===== config.mk =====
export PLATFORM = sky130hd
export DESIGN_NAME = efifo_key_sched
export DESIGN_NICKNAME = d
export VERILOG_FILES = /design/src/rtl/efifo_key_sched.sv
export SDC_FILE = /design/constraint.sdc
export NUM_CORES = 1
export LEC_CHECK = 0
export BUFFER_PORTS_ARGS = -buffer_cell sky130_fd_sc_hd__buf_4
export CORE_MARGIN = 8
export CORE_UTILIZATION = 55
export DETAILED_ROUTE_END_ITERATION = 12
export PLACE_DENSITY_LB_ADDON = 0.2
export SLEW_MARGIN = 20
export SYNTH_ARGS = -nofsm -noshare
export SYNTH_HDL_FRONTEND = slang
export SYNTH_SLANG_ARGS = --single-unit

===== constraint.sdc =====
create_clock -name clk -period 2.7 [get_ports clk]
set_clock_uncertainty 0.05 [all_clocks]
set_input_delay 0.54 -clock clk [delete_from_list [all_inputs] [get_ports clk]]
set_output_delay 0.54 -clock clk [all_outputs]
set_load 0.005 [all_outputs]

===== src/rtl/efifo_key_sched.sv =====
// ----------------------------------------------------------------------------
// efifo_key_sched
//   Key-rotation controller for the 128-bit XOR-encrypted FIFO. Encrypt and
//   decrypt share one key, so the key may only change once the FIFO holds no
//   words written under the old key. On a rotation request the block gates
//   producer writes, waits for the FIFO to drain, holds a settle window so
//   the consumer can sample the last output, then swaps the key atomically.
//
// Parameters
//   KEY_RESET      value of active_key_o after reset
//   SETTLE_CYCLES  cycles held in SETTLE after the FIFO reports empty (>=1)
//   DRAIN_TIMEOUT  DRAIN cycles allowed before the rotation aborts (>=1)
//   EPOCH_W        width of the completed-rotation counter
//
// Ports
//   clk, rst_n     clock (rising edge), asynchronous active-low reset
//   key_in         new key, captured when key_load is seen in IDLE
//   key_load       rotation request, level-sampled; ignored outside IDLE
//   key_busy_o     high in every state except IDLE
//   key_done_o     one-cycle pulse in the first cycle the new key is active
//   key_err_o      one-cycle pulse after a rotation aborted on drain timeout
//   active_key_o   key driven to the FIFO secret_key input
//   key_epoch_o    number of completed rotations, wraps
//   wr_req_i       producer write request
//   wr_ready_o     producer may write this cycle (combinational)
//   wr_en_o        write strobe to the FIFO (combinational)
//   fifo_full_i    FIFO full flag
//   fifo_empty_i   FIFO empty flag
// ----------------------------------------------------------------------------
module efifo_key_sched #(
    parameter logic [127:0] KEY_RESET     = '0,
    parameter int unsigned  SETTLE_CYCLES = 2,
    parameter int unsigned  DRAIN_TIMEOUT = 1024,
    parameter int unsigned  EPOCH_W       = 8
) (
    input  logic               clk,
    input  logic               rst_n,
    input  logic [127:0]       key_in,
    input  logic               key_load,
    output logic               key_busy_o,
    output logic               key_done_o,
    output logic               key_err_o,
    output logic [127:0]       active_key_o,
    output logic [EPOCH_W-1:0] key_epoch_o,
    input  logic               wr_req_i,
    output logic               wr_ready_o,
    output logic               wr_en_o,
    input  logic               fifo_full_i,
    input  logic               fifo_empty_i
);

    localparam int unsigned DCW = (DRAIN_TIMEOUT > 1) ? $clog2(DRAIN_TIMEOUT) : 1;
    localparam int unsigned SCW = (SETTLE_CYCLES > 1) ? $clog2(SETTLE_CYCLES) : 1;

    // Terminal counts: the drain counter starts at 0 on entry, so the
    // DRAIN_TIMEOUT-th DRAIN cycle is the one that sees DRAIN_LAST. The settle
    // counter counts down from SETTLE_LOAD and leaves SETTLE when it reads 0.
    localparam logic [DCW-1:0] DRAIN_LAST  = DCW'(DRAIN_TIMEOUT - 1);
    localparam logic [SCW-1:0] SETTLE_LOAD = SCW'(SETTLE_CYCLES - 1);

    typedef enum logic [1:0] {
        IDLE   = 2'd0,
        DRAIN  = 2'd1,
        SETTLE = 2'd2,
        SWAP   = 2'd3
    } state_t;

    state_t             state_q,      state_d;
    logic [127:0]       active_key_q, active_key_d;
    logic [127:0]       pending_q,    pending_d;
    logic [EPOCH_W-1:0] epoch_q,      epoch_d;
    logic               done_q,       done_d;
    logic               err_q,        err_d;
    logic [DCW-1:0]     drain_cnt_q,  drain_cnt_d;
    logic [SCW-1:0]     settle_cnt_q, settle_cnt_d;

    always_ff @(posedge clk or negedge rst_n) begin
        if (!rst_n) begin
            state_q      <= IDLE;
            active_key_q <= KEY_RESET;
            pending_q    <= '0;
            epoch_q      <= '0;
            done_q       <= 1'b0;
            err_q        <= 1'b0;
            drain_cnt_q  <= '0;
            settle_cnt_q <= '0;
        end else begin
            state_q      <= state_d;
            active_key_q <= active_key_d;
            pending_q    <= pending_d;
            epoch_q      <= epoch_d;
            done_q       <= done_d;
            err_q        <= err_d;
            drain_cnt_q  <= drain_cnt_d;
            settle_cnt_q <= settle_cnt_d;
        end
    end

    always_comb begin
        state_d      = state_q;
        active_key_d = active_key_q;
        pending_d    = pending_q;
        epoch_d      = epoch_q;
        done_d       = 1'b0;
        err_d        = 1'b0;
        drain_cnt_d  = drain_cnt_q;
        settle_cnt_d = settle_cnt_q;

        unique case (state_q)
            IDLE: begin
                if (key_load) begin
                    pending_d   = key_in;
                    drain_cnt_d = '0;
                    state_d     = DRAIN;
                end
            end
            DRAIN: begin
                // Empty takes priority over a timeout landing in the same cycle.
                if (fifo_empty_i) begin
                    settle_cnt_d = SETTLE_LOAD;
                    state_d      = SETTLE;
                end else if (drain_cnt_q == DRAIN_LAST) begin
                    pending_d = '0;
                    err_d     = 1'b1;
                    state_d   = IDLE;
                end else begin
                    drain_cnt_d = drain_cnt_q + 1'b1;
                end
            end
            SETTLE: begin
                // Writes are blocked, so empty cannot change here.
                if (settle_cnt_q == '0) begin
                    state_d = SWAP;
                end else begin
                    settle_cnt_d = settle_cnt_q - 1'b1;
                end
            end
            SWAP: begin
                active_key_d = pending_q;
                epoch_d      = epoch_q + 1'b1;
                done_d       = 1'b1;
                state_d      = IDLE;
            end
            default: begin
                state_d = IDLE;
            end
        endcase
    end

    assign key_busy_o   = (state_q != IDLE);
    assign key_done_o   = done_q;
    assign key_err_o    = err_q;
    assign active_key_o = active_key_q;
    assign key_epoch_o  = epoch_q;
    assign wr_ready_o   = (state_q == IDLE) && !fifo_full_i;
    assign wr_en_o      = wr_req_i && wr_ready_o;

endmodule

==> results.md, run 1 <==
* CTS H-tree depth at 1
* Initial detailed-routing violation count at a little under 400
* CP delay by family, top: flip-flops
* Post-synth ARST share at 100%
* Top cells by area, synth: dfrtp_1, mux2_2, a22o_1
* Gpl congestion at roughly 0.79
* Hold bufs inserted after CTS at 1
* Post-CTS setup buffer count at 0
* # diodes at 0
* Die ar. at about 24000 sq um
* Die height at 154 microns
* Critical path startpoint category: register
* Core Box Area at 18600 sq um
* Hold Violations, Final at 0
* Gr ovfl total at 0
* PostCTS Resize Cnt at 0
* Final antenna-violating net count at 0
* Hold path startpoint: fifo_empty_i
* Max VDD drop at 611 uV
* Post-Route WL at 26200 microns
* Synth-to-Final Area Change at 31.6%
* Mapped Nets at between 800 and 900
* Achievable Freq at 427 MHz
* Slew Viols, Final at 0
* Required @ worst endpoint at around 2.1 ns
* Yosys cell types at 45
* Most common cell on crit path: nor2_1
* HPWL after detailed placement at 18100 microns
* Fillers at 1201
* Syn avg cell area at 15.6 sq um
* RSZ-0062 raised after global routing: false
* Share of cells above drive strength 1 at approximately 50%
* Pwr dens at 1220 nW/um^2
* Crit-path max cell delay at between 0.5 and 0.6 ns
* Die X at 154 microns
* Initial Util at between 50% and 60%
* Area of the multi-input gates at 3180 sq um
* Crit path buffers/inverters at 2
* Total power at 16.7 mW
* CTS Sinks at 279
* Register area share after synthesis at roughly two thirds
* DRT Pass-1 Iters at 4
* Mapped Area at 10400 sq um
* CP startpoint: state_q[0]
* Worst path arrival time at 1.75 ns
* Max Buffers Root-to-Sink at 3
* CP Cell Sequence: nor2_1 -> inv_1 -> nor2_1 -> and2_1 -> buf_4
* Period utilization at 86.8%
* Run status: finished, final reports clean
* Actual slew at the worst max-slew pin at 0.713 ns
* Seq cells post-synth at 279
* Clock insertion delay at the later pin of the skew report at 0.53 ns
* Clock transition at path regs at 0.06 ns
* FP Rows at 50
* Min Tclk post-route at about 2.3 ns
* Setup TNS Final at 0 ns
* Commonest cells in the netlist: dfrtp_1, mux2_2, a22o_1
* CTS tree: built
* Total CTS buffers at 28
* P_leak at 6.80 nW
* CP max stage cell: dfrtp_1
* Top cell type's share of synthesized area at around two thirds
* Via count at about 6800
* Io pins at 275
* Global-route wire length before repair at 41700 microns
* Max-cap violations at 0
* Vias in the first global route at 7518
* Synth area leader: dfrtp_1
* Root buffer cell: clkbuf_16
* Yosys warnings at 0
* CP Capture Type: primary output
* Residual DRC at 0
* Critical R2R Launch: drain_cnt_q[0]
* Cell with the most instances after synthesis: dfrtp_1
* Routed WL per cell at 21.9 microns
* Number of port buffers at 274
* Total track usage at between 20 and 25%
* Nets at 1076
* CP Class: register to primary output
* Number of synthesized flops with an enable pin at 0
* Top FF cell, synth: dfrtp_1
* Relative slew slack at 52.3%
* Worst-path fanout max at 11
* Antenna violations before repair at 0
* Gate count of the mapped netlist at 667
* Final setup vio count at 0
* Vias per cell at 5.68
* Register area at 6980 sq um
* Hold Path Class: input pin to register
* Pin count of the biggest net entering global routing at a little under 70
==> logic make-up (layout without fill, tap and decap cells) <==
kind of cell               count (synthesis)  after routing  share of synthesized area, %
buffers and inverters                     49            343                          2.61
DFF                                      279            279                          67.1
AOI/OAI and AO/OA                        153            153                          12.5
and+or+nand+nor                           45             45                          2.74
xor gates and xnor gates                   7              7                         0.589
adders and majority gates                  2              2                         0.240
muxes                                    132            132                          14.3
==> area by class of cell <==
type	instances	area share, %
clock buffers	44	6.22
well taps	234	2.14
inverters	4	0.110
flip-flops and latches	279	51.0
repair buffers	288	16.6
clock inverters	7	0.804
multi-input cells	339	23.2
==> worst reg2reg max path, stage by stage (launching register included) <==
cell,delay (ns)
dfrtp_1,0.41
ha_1,0.26
nand4_1,0.19
nor3_2,0.10
o21ai_4,0.57
buf_4,0.47
a22o_1,0.21
==> report_power, final <==
part	internal [mW]	switching, mW	leakage, nW
Clock	2.44	1.53	0.475
Sequential	6.04	1.13	3.52
Combinational	3.27	2.26	2.81
==> flip-flops by register name (all words and copies together), names as in the netlist, named ones only <==
register	flops
key_done_o	1
state_q	1
key_err_o	1
pending_q	128
drain_cnt_q	10
active_key_o	128
key_epoch_o	8
settle_cnt_q	1
==> through the flow <==
stage | std cells | hold WS (ns) | worst slack [ns] | instance area (sq um) | utilization [%]
floorplan | 667 | 0.194 | 1.04 | 10400 | -
global placement | 1143 | 0.426 | 0.491 | 12700 | 68.3
detailed placement | 1143 | 0.421 | 0.373 | 12700 | 68.3
CTS | 1195 | 0.146 | 0.353 | 13700 | 73.5
global route | 1195 | 0.165 | 0.227 | 13700 | 73.5
finish | 1195 | 0.169 | 0.358 | 13700 | 73.5
==> per-layer routing <==
layer	share of wire, %	GRT usage [%]
met1	41	26.9
met2	49	36.3
met3	7.9	6.75
met4	2.2	6.39
met5	0	0
==> worst paths after layout <==
path	endpoint	slack, ns	cells after the start
max	wr_en_o	0.36	5
max in group asynchronous	pending_q[32]	1.37	3
max reg2reg	pending_q[31]	0.36	6
min	key_err_o	0.17	2
min reg2reg	key_epoch_o[7]	0.43	1
min in group asynchronous	active_key_o[126]	0.49	2
==> cells in the final DEF (no fill, tap or decap), types with 3 or more instances in the layout <==
cell       instances
buf_4            278
clkbuf_8           7
o21ai_0            4
nand3_1            6
o31ai_1            4
a21oi_1            4
clkbuf_16         29
nand4_1            4
nand2_1            9
clkbuf_1           8
dfrtp_1          279
bufinv_16          3
mux2_2           130
buf_12             8
o41ai_1            3
xnor2_1            7
a22o_1           129
nor2_1             3
clkinv_2           4
or4_1              3
inv_1              3
Note: power is estimated with default switching activity, not from simulation.
==> run 2, diff against run 1 <==
CORE_UTILIZATION = 47   (was 55)
clock period = 2.15 ns   (was 2.7 ns; I/O delays follow)
==> run 2 against run 1 <==
Non-clock buffer count grew 10; critical endpoint unchanged; routed wire length down 2.7%; critical path depth is the same; sequential share of layout area shrank 0.33 points; sequential cell count unchanged; via count down 1.6%; clock power increased by 14%; utilization decreased by 10 points; register-to-register slack lost 0.20 ns; worst hold slack got worse by 0.12 ns.
==> results.md, run 2 (synthesis results as in run 1) <==
* Routed WL per cell at slightly above 20 microns
* Max Buffers Root-to-Sink at 3
* Number of port buffers at 274
* Required @ worst endpoint at 1.67 ns
* Area of the multi-input gates at 3180 sq um
* Total track usage at 18.4%
* Total CTS buffers at 29
* Period utilization at 94.2%
* Core Box Area at 21800 sq um
* Pin count of the biggest net entering global routing at 66
* Hold Path Class: input pin to register
* CTS tree: built
* Final antenna-violating net count at 0
* CP max stage cell: dfrtp_2
* Slew Viols, Final at 0
* Final setup vio count at 0
* Commonest cells after routing, fill and taps aside: buf_4, dfrtp_1, mux2_2
* Fillers at 1644
* Gr ovfl total at 0
* Register area at 6980 sq um
* Clock transition at path regs at roughly 0.06 ns
* Placed Area at 12900 sq um
* Root buffer cell: clkbuf_16
* Actual slew at the worst max-slew pin at 0.570 ns
* RSZ-0062 raised after global routing: false
* Relative slew slack at 62.0%
* Hold Violations, Final at 0
* Pwr dens at 1480 nW/um^2
* Post-Route WL at 25500 microns
* CTS Sinks at 279
* Antenna violations before repair at 0
* CTS H-tree depth at 1
* Clock insertion delay at the later pin of the skew report at 0.52 ns
* Share of cells above drive strength 1 at 50.2%
* Achievable Freq at 494 MHz
* HPWL after detailed placement at 17400 microns
* FP Rows at 54
* Io pins at 275
* Residual DRC at 0
* Vias in the first global route at around 7100
* # diodes at 0
* Synth-to-Final Area Change at 32.5%
* Die height at 165 microns
* Crit-path max cell delay at approximately 0.44 ns
* Die X at 165 microns
* CP Cell Sequence: nor2_4 -> inv_1 -> nor2_1 -> and2_1 -> buf_4
* P_leak at about 6.8 nW
* CP Capture Type: primary output
* Gpl congestion at around 0.77
* Max VDD drop at 758 uV
* Worst-path fanout max at 3
* Max-cap violations at 0
* CP Class: register to primary output
* Critical path startpoint category: register
* Worst path arrival time at 1.55 ns
* Run status: finished, final reports clean
* Initial detailed-routing violation count at approximately 360
* Setup TNS Final at 0 ns
* Nets at 1087
* DRT Pass-1 Iters at 4
* Post-route cell area at 13800 sq um
* Commonest non-fill, non-tap cell in the layout: buf_4
* Global-route wire length before repair at roughly 40000 microns
* Min Tclk post-route at 2.03 ns
* Die ar. at 27200 sq um
* Initial Util at 47.9%
* Via count at roughly 6700
* Vias per cell at 5.36
-- run 2: worst max-delay path, delay by kind of cell, from the launching register on --
| kind | cells | cell delay, ns |
|---|---|---|
| flops | 1 | 0.44 |
| buf+inv | 2 | 0.18 |
| simple gates | 3 | 0.41 |
-- run 2: routing by layer --
layer,vias to the layer above,wire length (microns),global-route usage [%]
met2,208,12100,29.0
li1,3044,-,-
met5,-,0,0
met4,0,392,4.01
met1,3404,10700,24.5
met3,30,2240,6.03
-- run 2: worst paths after layout --
check / from / cells past startpoint / end / slack, ns
worst max-delay path: state_q[0] / 5 / wr_en_o / 0.12
worst min-delay path: fifo_empty_i / 2 / key_err_o / 0.05
worst max register to register: drain_cnt_q[0] / 6 / pending_q[21] / 0.16
worst min register to register: key_epoch_o[7] / 1 / key_epoch_o[7] / 0.43
max in group asynchronous: rst_n / 3 / active_key_o[93] / 0.93
min in group asynchronous: rst_n / 2 / active_key_o[122] / 0.39
-- run 2: power breakdown --
part / total (mW) / internal [mW] / switching [mW]
clock network: 4.53 / 2.63 / 1.89
registers: 8.89 / 7.59 / 1.30
logic: 7.04 / 4.21 / 2.83
total: 20.5 / 14.4 / 6.03
-- run 2: cell type report --
cell class	count	area share (%)
Multi-Input combinational cell	339	23.1
Timing Repair Buffer	298	17.5
Sequential cell	279	50.6
Clock buffer	44	6.03
Clock inverter	3	0.136
Inverter	4	0.109
Tap cell	280	2.54
-- run 2: through the flow --
step                      setup slack [ns]  utilization [%]  hold WS [ns]  power [mW]  std cells
final                                0.124             63.4        0.0501        20.5       1247
after global routing                0.0286             63.4        0.0309        21.7       1247
after CTS                           0.0470             63.4        0.0210        20.7       1247
after detailed placement             0.161             59.3         0.376        16.0       1197
after global placement               0.241             59.3         0.384        15.8       1197
after floorplan                      0.490                -        0.0844        12.6        667
-- run 2: repair_timing --
item | 4_1_cts | 5_1_grt
pin swaps | 0 | 0
hold buffers | 1 | 0
hold endpoints to repair | 56 | 0
buffers inserted | 2 | 0
resized for setup | 3 | 1
setup endpoints to repair | 2 | 1
==> run 3, diff against run 2 <==
--- a/constraint.sdc
+++ b/constraint.sdc
@@ -4,2 +4,2 @@
 set_output_delay 0.43 -clock clk [all_outputs]
-set_load 0.005 [all_outputs]
+set_load 0.02 [all_outputs]
==> run 3 against run 2 <==
Critical path depth unchanged; largest cell class unchanged; utilization hardly changed; setup slack improved by 0.013 ns; highest routed layer unchanged; largest power group unchanged; via count about the same; global-route usage unchanged.
==> results.md, run 3 (synthesis results as in run 1) <==
* Gr ovfl total at 0
* Power share of the clock group at 20.7%
* Via count at 6684
* HPWL after detailed placement at 17400 microns
* # diodes at 0
* Relative slew slack at between 60% and 70%
* Achievable Freq at 497 MHz
* Clock transition at path regs at 0.06 ns
* Routed WL per cell at 20.4 microns
* Vias in the first global route at 7139
* Max VDD drop at about 780 uV
* FP Rows at 54
* Final antenna-violating net count at 0
* Die X at between 150 and 200 microns
* Cells on worst reg2reg path at 6
* Initial Util at 47.9%
* DRT Pass-1 Iters at 4
* Period utilization at 93.6%
* Internal at 14.5 mW
* Critical R2R Launch: drain_cnt_q[0]
* CTS H-tree depth at 1
* CP Cell Sequence: nor2_4 -> inv_1 -> nor2_2 -> and2_1 -> buf_4
* Pwr dens at approximately 1600 nW/um^2
* Hold worst-path end: key_err_o
* Flop pwr share at 40.7%
* R2r endpoint: pending_q[21]
* CP Class: register to primary output
* Max-cap violations at 0
* Post-Route WL at between 20000 and 30000 microns
* Commonest cells after routing, fill and taps aside: buf_4, dfrtp_1, mux2_2
* Nets at roughly 1100
* Synth-to-Final Area Change at 32.5%
* CP startpoint: state_q[0]
* CP max stage cell: dfrtp_2
* Global-route wire length before repair at approximately 40000 microns
* Share of cells above drive strength 1 at 50.3%
* Required @ worst endpoint at around 1.7 ns
* FF-to-FF setup slack at 0.16 ns
* Gpl congestion at 0.775
* Core Box Area at 21800 sq um
* Hold path startpoint: fifo_empty_i
* Antenna violations before repair at 0
* Pin count of the biggest net entering global routing at 66
* Total track usage at 18.4%
* Vias per cell at around 5.4
* Sw frac at 33.6%
* Sw power at 7.35 mW
* Hold Violations, Final at 0
* Min Tclk post-route at 2.01 ns
* Io pins at around 280
* Run status: finished, final reports clean
* RSZ-0062 raised after global routing: false
* Slew Viols, Final at 0
* Commonest non-fill, non-tap cell in the layout: buf_4
* CTS Sinks at 279
* Residual DRC at 0
* P_leak at 6.82 nW
* Total CTS buffers at 29
* Post-route setup slack at 0.137 ns
* Clock insertion delay at the later pin of the skew report at approximately 0.52 ns
* CTS tree: built
* Final setup vio count at 0
* CP Capture Type: primary output
* Die ar. at 27200 sq um
* Max Buffers Root-to-Sink at 3
* Setup TNS Final at 0 ns
* Hold depth at 2
* Actual slew at the worst max-slew pin at 0.570 ns
* Die height at 165 microns
* Number of port buffers at 274
* Hold Path Class: input pin to register
* Initial detailed-routing violation count at between 300 and 400
* Worst-path fanout max at 3
* Crit-path max cell delay at about 0.44 ns
* Critical path startpoint category: register
* Root buffer cell: clkbuf_16
* Setup Slack @ Placement at 0.161 ns
* Logic gate share of total power at 38.6%
* Worst path arrival time at about 1.5 ns
==> run 3: cell types whose count changed in the layout (fill, tap and decap cells not counted) <==
cell,delta
nor2_1,-1
nor2_2,+1
==> run 3: layout make-up <==
type / count / area, sq um
Clock buffer: 44 / 832
Fill cell: 1648 / 7960
Inverter: 4 / 15.0
Sequential cell: 279 / 6980
Timing Repair Buffer: 298 / 2410
Multi-Input combinational cell: 339 / 3190
Clock inverter: 3 / 18.8
Tap cell: 280 / 350
==> run 3: layer usage <==
layer	share of wire, %	up-vias	global-route usage (%)
li1	-	3044	-
met1	42	3410	24.5
met2	48	200	29.0
met3	8.7	30	6.03
met4	1.5	0	4.01
met5	0	-	0
==> run 3: worst max-delay path by stage <==
stage                                to  slack (ns)  cells past startpoint
after CTS                       wr_en_o        0.02                      5
final                           wr_en_o        0.14                      5
after global routing            wr_en_o        0.05                      5
after detailed placement  pending_q[21]        0.16                      6
after floorplan                 wr_en_o        0.25                      5
after global placement    pending_q[31]        0.24                      6
==> run 3: power groups by stage <==
stage               combinational [mW]  clock, mW  sequential [mW]
global route                      9.06       4.86             9.17
floorplan                         3.97          0             9.99
CTS                               8.57       4.66             8.87
finish                            8.43       4.53             8.89
global placement                  8.30          0             8.90
detailed placement                8.50          0             8.92
==> run 3: what timing repair did <==
item | CTS | global route
hold buffers | 1 | 0
gates resized for setup | 3 | 2
setup endpoints to repair | 2 | 1
setup buffers | 2 | 0
endpoints found under the hold margin | 56 | 0
==> run 3: critical path, delay by kind of cell, from the launching register on <==
family | cells | cell delay [ns]
buffers and inverters | 2 | 0.22
DFF | 1 | 0.44
and+or+nand+nor | 3 | 0.36
==> run 3: through the flow <==
step                      instances  instance area [sq um]  total power [mW]  hold WS [ns]  util, %
after detailed placement       1197                  12900              17.4         0.376     59.3
after floorplan                 667                  10400              14.0        0.0844        -
after global placement         1197                  12900              17.2         0.384     59.3
after global routing           1247                  13800              23.1        0.0309     63.4
after CTS                      1247                  13800              22.1        0.0210     63.4
final                          1247                  13800              21.8        0.0501     63.4
